File: src/rtl/usb_protocol.sv
// USB host protocol sequencer: issues token/data/handshake packets for one OUT or IN
// request at a time, retrying on NAK, bad CRC or response timeout until MAX_RETRY failures.
module usb_protocol #(
    parameter int unsigned TIMEOUT   = 255,
    parameter int unsigned MAX_RETRY = 8
) (
    input  logic        clk,
    input  logic        rst_L,
    input  logic        input_ready,
    input  logic        send_in,
    input  logic [6:0]  addr,
    input  logic [3:0]  endp,
    input  logic [63:0] data_down,
    output logic        free,
    output logic        bad,
    output logic        recv_ready,
    output logic [63:0] data_up,
    output logic        tx_valid,
    output logic [3:0]  tx_pid,
    output logic [6:0]  tx_addr,
    output logic [3:0]  tx_endp,
    output logic [63:0] tx_data,
    input  logic        tx_done,
    input  logic        rx_valid,
    input  logic [3:0]  rx_pid,
    input  logic [63:0] rx_data,
    input  logic        rx_crc_ok
);

    localparam int unsigned TW = $clog2(TIMEOUT + 1);
    localparam int unsigned FW = $clog2(MAX_RETRY + 1);

    localparam logic [3:0] PidOut   = 4'b0001;
    localparam logic [3:0] PidIn    = 4'b1001;
    localparam logic [3:0] PidData0 = 4'b0011;
    localparam logic [3:0] PidAck   = 4'b0010;
    localparam logic [3:0] PidNak   = 4'b1010;

    typedef enum logic [2:0] {
        StIdle,
        StToken,
        StData,
        StWaitHs,
        StWaitData,
        StSendHs
    } state_e;

    state_e        state_q, state_d;
    logic [TW-1:0] timer_q, timer_d;
    logic [FW-1:0] fail_q, fail_d;
    logic          hs_ack_q, hs_ack_d;
    logic          req_in_q, req_in_d;
    logic [6:0]    req_addr_q, req_addr_d;
    logic [3:0]    req_endp_q, req_endp_d;
    logic [63:0]   req_data_q, req_data_d;
    logic [63:0]   data_up_q, data_up_d;
    logic          bad_q, bad_d;
    logic          recv_q, recv_d;

    logic          failure;
    logic          timed_out;
    logic [FW-1:0] fail_inc;

    always_ff @(posedge clk) begin
        if (!rst_L) begin
            state_q    <= StIdle;
            timer_q    <= '0;
            fail_q     <= '0;
            hs_ack_q   <= 1'b0;
            req_in_q   <= 1'b0;
            req_addr_q <= '0;
            req_endp_q <= '0;
            req_data_q <= '0;
            data_up_q  <= '0;
            bad_q      <= 1'b0;
            recv_q     <= 1'b0;
        end else begin
            state_q    <= state_d;
            timer_q    <= timer_d;
            fail_q     <= fail_d;
            hs_ack_q   <= hs_ack_d;
            req_in_q   <= req_in_d;
            req_addr_q <= req_addr_d;
            req_endp_q <= req_endp_d;
            req_data_q <= req_data_d;
            data_up_q  <= data_up_d;
            bad_q      <= bad_d;
            recv_q     <= recv_d;
        end
    end

    assign timed_out = (timer_q == TW'(TIMEOUT));
    // Saturating so the counter can never wrap back below MAX_RETRY.
    assign fail_inc  = (fail_q == FW'(MAX_RETRY)) ? fail_q : fail_q + FW'(1);

    always_comb begin
        state_d    = state_q;
        fail_d     = fail_q;
        hs_ack_d   = hs_ack_q;
        req_in_d   = req_in_q;
        req_addr_d = req_addr_q;
        req_endp_d = req_endp_q;
        req_data_d = req_data_q;
        data_up_d  = data_up_q;
        bad_d      = 1'b0;
        recv_d     = 1'b0;
        failure    = 1'b0;

        unique case (state_q)
            StIdle: begin
                if (input_ready) begin
                    req_in_d   = send_in;
                    req_addr_d = addr;
                    req_endp_d = endp;
                    req_data_d = data_down;
                    fail_d     = '0;
                    state_d    = StToken;
                end
            end
            StToken: begin
                if (tx_done) begin
                    state_d = req_in_q ? StWaitData : StData;
                end
            end
            StData: begin
                if (tx_done) begin
                    state_d = StWaitHs;
                end
            end
            StWaitHs: begin
                if (rx_valid) begin
                    if (rx_pid == PidAck) begin
                        state_d = StIdle;
                    end else begin
                        failure = 1'b1;
                    end
                end else if (timed_out) begin
                    failure = 1'b1;
                end
            end
            StWaitData: begin
                if (rx_valid) begin
                    if (rx_pid == PidData0) begin
                        hs_ack_d = rx_crc_ok;
                        if (rx_crc_ok) begin
                            data_up_d = rx_data;
                        end
                        state_d = StSendHs;
                    end else begin
                        failure = 1'b1;
                    end
                end else if (timed_out) begin
                    failure = 1'b1;
                end
            end
            StSendHs: begin
                if (tx_done) begin
                    if (hs_ack_q) begin
                        state_d = StIdle;
                        recv_d  = 1'b1;
                    end else begin
                        failure = 1'b1;
                    end
                end
            end
            default: state_d = StIdle;
        endcase

        if (failure) begin
            fail_d = fail_inc;
            if (fail_inc == FW'(MAX_RETRY)) begin
                state_d = StIdle;
                bad_d   = 1'b1;
            end else begin
                state_d = StToken;
            end
        end
    end

    // Timer runs only while parked in a wait state; any transition clears it.
    always_comb begin
        timer_d = '0;
        if ((state_q == StWaitHs || state_q == StWaitData) && state_d == state_q) begin
            timer_d = timer_q + TW'(1);
        end
    end

    always_comb begin
        free       = (state_q == StIdle);
        bad        = bad_q;
        recv_ready = recv_q;
        data_up    = data_up_q;
        tx_valid   = 1'b0;
        tx_pid     = '0;
        tx_addr    = '0;
        tx_endp    = '0;
        tx_data    = '0;
        unique case (state_q)
            StToken: begin
                tx_valid = 1'b1;
                tx_pid   = req_in_q ? PidIn : PidOut;
                tx_addr  = req_addr_q;
                tx_endp  = req_endp_q;
            end
            StData: begin
                tx_valid = 1'b1;
                tx_pid   = PidData0;
                tx_data  = req_data_q;
            end
            StSendHs: begin
                tx_valid = 1'b1;
                tx_pid   = hs_ack_q ? PidAck : PidNak;
            end
            default: ;
        endcase
    end

endmodule

File: config.mk
export PLATFORM = sky130hd
export DESIGN_NAME = usb_protocol
export DESIGN_NICKNAME = d
export VERILOG_FILES = /design/src/rtl/usb_protocol.sv
export SDC_FILE = /design/constraint.sdc
export NUM_CORES = 1
export LEC_CHECK = 0
export ABC_AREA = 1
export CAP_MARGIN = 20
export CORE_AREA = 2 2 114 116
export DETAILED_ROUTE_END_ITERATION = 7
export DIE_AREA = 0 0 116 118
export DONT_BUFFER_PORTS = 1
export PLACE_DENSITY = 0.66
export SLEW_MARGIN = 40
export SYNTH_ARGS = -nofsm -noshare
export SYNTH_HDL_FRONTEND = slang
export SYNTH_SLANG_ARGS = --single-unit
File: constraint.sdc
create_clock -name clk -period 1.7 [get_ports clk]
set_input_delay 0.34 -clock clk [delete_from_list [all_inputs] [get_ports clk]]
set_output_delay 0.34 -clock clk [all_outputs]
set_load 0.1 [all_outputs]
==> reports/results.ini <==
[outcome]
status = finished with violations
violations = negative setup slack

[logic_synthesis]
synth_area_um2 = 6300
ys_seq_elements = 158
ys_types = 28
synth_ff_type = dfxtp_1
syn-num-nets = 999
synth-edff-count = 0
syn_inst = 846
avgSynthCellArea_um2 = 7.44
synth_top_area_share = 0.502
ys_warn_count = 0
synth_top_cell_by_area = dfxtp_1
ys_seq_area_frac = 0.502
synth-async-reset-ratio = 0
synth_area_leaders = dfxtp_1 50%, nor2_1 13%, o21ai_0 11%, a21oi_1 6.4%, inv_1 5.5%

[floorplanning]
pin_count = 297
core_um2 = 12400
num_rows = 41
die_x_um = 116
dieArea_um2 = 13700
initial_core_util = 0.507
dieHeight_um = 118

[worst_setup_path]
timing.rr.start = state_q[0]
end_kind = output port
ff2ff_setup_slack_ps = -160
startpoint = state_q[2]
cp_slowest_cell = dfxtp_4
worstPathRequired_ps = 1360
cpLargestDelayFamily = buffers and inverters
criticalPathCategory = flop to output port
worst_r2r_path_depth = 12
cpPeakStageDelay_ps = 360
worst_path_most_repeated_cell = buf_12
critPathArrivalTime_ps = 1640
crit_fanout = 7
rr_endpoint = timer_q[6]
worstSetupEndpoint = tx_data[24]
cp.depth = 6
cp_cell_sequence = inv_4 -> nand3_4 -> buf_12 -> buf_16 -> nor2_4 -> buf_12
crit_buf_inv = 4
start_kind = flop

[pwr]
power.static_leakage_nw = 3.99
p_total_mw = 10.4
peakVddDrop_uv = 817
p_per_area_nw_per_um2 = 1000

[route]
first_pass_iters = 7
drc = 0
via_per_inst = 5.40
routed_wl_mm = 22.6
ant_nets = 0
wl_per_cell_um = 19.0
initialDrtViolationCount = 610
num_vias = 6421

[global_route]
grt_overflow = 0
first_global_vias = 6215
grt_pass1_wl_mm = 30.8
grt.total_usage = 0.288
grt_max_degree = 142
antenna_found_initial = 1

[clocking]
clk_latency_ps = 420
tritoncts = built
clock-sinks = 158
root_buffer = clkbuf_16
cts_buffers = 17
clk_pin_slew_ps = 60
clk_path_buf_depth = 2
cts_htree_levels = 4

[place]
place.gp.congestion = 0.932
numPortBuffers = 0
dpl.hpwl_mm = 13.7

[flow_run]
max_cap_viol_count = 0

[layout]
synthToLayoutAreaGrowth_pct = 65.1
nFillCells = 719
finish.utilization = 0.837
drive_gt1_frac = 0.343
multiInputGateArea_um2 = 3270
nets = 1154
seq_area_um2 = 3170

[timing]
hold_violations = 0
rsz0062_at_grt = true
fmax_mhz = 506
skew_ps = 11.0
finalCritPeriodShare = 1.16
finalSetupViolations = 136
final-max-slew-violation-count = 0
worst_slack_ps = -277
fin_crit_ps = 1980

[hold_path]
hp-class = input port to flop

==> state kept, by name (all words and copies together) (netlist names), 3 cells and up <==
signal / flops
fail_q: 4
timer_q: 8
req_endp_q: 4
req_data_q: 64
req_addr_q: 7
state_q: 3
data_up: 64
==> cell usage after synthesis, types with 4 or more instances <==
library cell and n:
nor2_1 221, dfxtp_1 158, o21ai_0 133, inv_1 93, a21oi_1 81, clkbuf_1 44, nand2_1 34, nand3_1 12
nor3_2 9, o21ai_1 9, buf_2 6, nand2_2 6, inv_2 5, nand3_2 5, xor2_1 5, nand4_1 4
==> worst min-delay path by stage <==
stage,start,endpoint,slack [ps],cells past startpoint
2_1_floorplan,timer_q[0],timer_q[0],440,1
3_3_place_gp,req_data_q[4],req_data_q[4],460,2
3_5_place_dp,req_endp_q[3],req_endp_q[3],470,2
4_1_cts,rst_L,req_data_q[4],50,2
5_1_grt,rst_L,req_data_q[4],50,2
6_report,rst_L,req_data_q[40],70,2
==> logic make-up after synthesis <==
group	count (synthesis)	share of synthesized area
and+or+nand+nor	299	0.208
AOI/OAI and AO/OA	227	0.182
buffers and inverters	152	0.0924
other	1	0.000596
DFF	158	0.502
adders and majority gates	3	0.00596
xor gates and xnor gates	6	0.00835
==> per-layer routing <==
metal / GRT usage / wire length, um / up-vias / share of wire
met5: 0 / 0 / - / 0
met4: 0.147 / 855 / 0 / 0.038
li1: - / - / 3001 / -
met1: 0.286 / 7720 / 3004 / 0.34
met3: 0.0906 / 1790 / 65 / 0.079
met2: 0.529 / 12300 / 351 / 0.54
==> what timing repair did <==
action	in CTS	in global routing
resized for setup	15	35
setup endpoints to repair	88	146
setup buffers	10	5
cloned	4	12
hold buffers	0	0
pin swaps	12	16
==> cell type report <==
type | count | area share
sequential | 158 | 0.305
multi-input combinational | 537 | 0.314
inverter | 98 | 0.0366
clock buffer | 22 | 0.0447
clock inverter | 10 | 0.00867
antenna | 2 | 0.000482
tap | 172 | 0.0207
timing repair buffer | 189 | 0.269
==> cell usage in the layout, fill, tap and decap left out, drive strengths merged <==
master | netlist | layout
nor2 | 222 | 222
buf | 10 | 180
dfxtp | 158 | 158
o21ai | 142 | 142
inv | 98 | 98
a21oi | 83 | 83
nand2 | 43 | 43
clkbuf | 44 | 31
nand3 | 19 | 20
nor3 | 11 | 11
clkinv | 0 | 6
xor2 | 5 | 5
nand4 | 4 | 4
ha | 3 | 3
clkinvlp | 0 | 3
diode | 0 | 2
o22ai | 1 | 1
o31ai | 1 | 1
xnor2 | 1 | 1
conb | 1 | 1
bufinv | 0 | 1
==> stage by stage <==
step / setup TNS [ps] / cells / setup slack [ps] / instance area (um^2) / hold WS [ps]
3_3_place_gp: 0 / 1124 / 75.7 / 9190 / 455
6_report: -19870 / 1188 / -277 / 10400 / 66.3
2_1_floorplan: -1130 / 846 / -142 / 6980 / 441
4_1_cts: -19900 / 1170 / -283 / 10000 / 48.7
5_1_grt: -29310 / 1188 / -334 / 10400 / 54.2
3_5_place_dp: -57.6 / 1124 / -11.0 / 9190 / 471
==> report_power, final <==
part	internal (mW)	switching (mW)
Clock	2.08	1.49
Combinational	0.887	1.86
Sequential	3.98	0.0928
Total	6.95	3.44
Power figures use the tool's default switching activity.
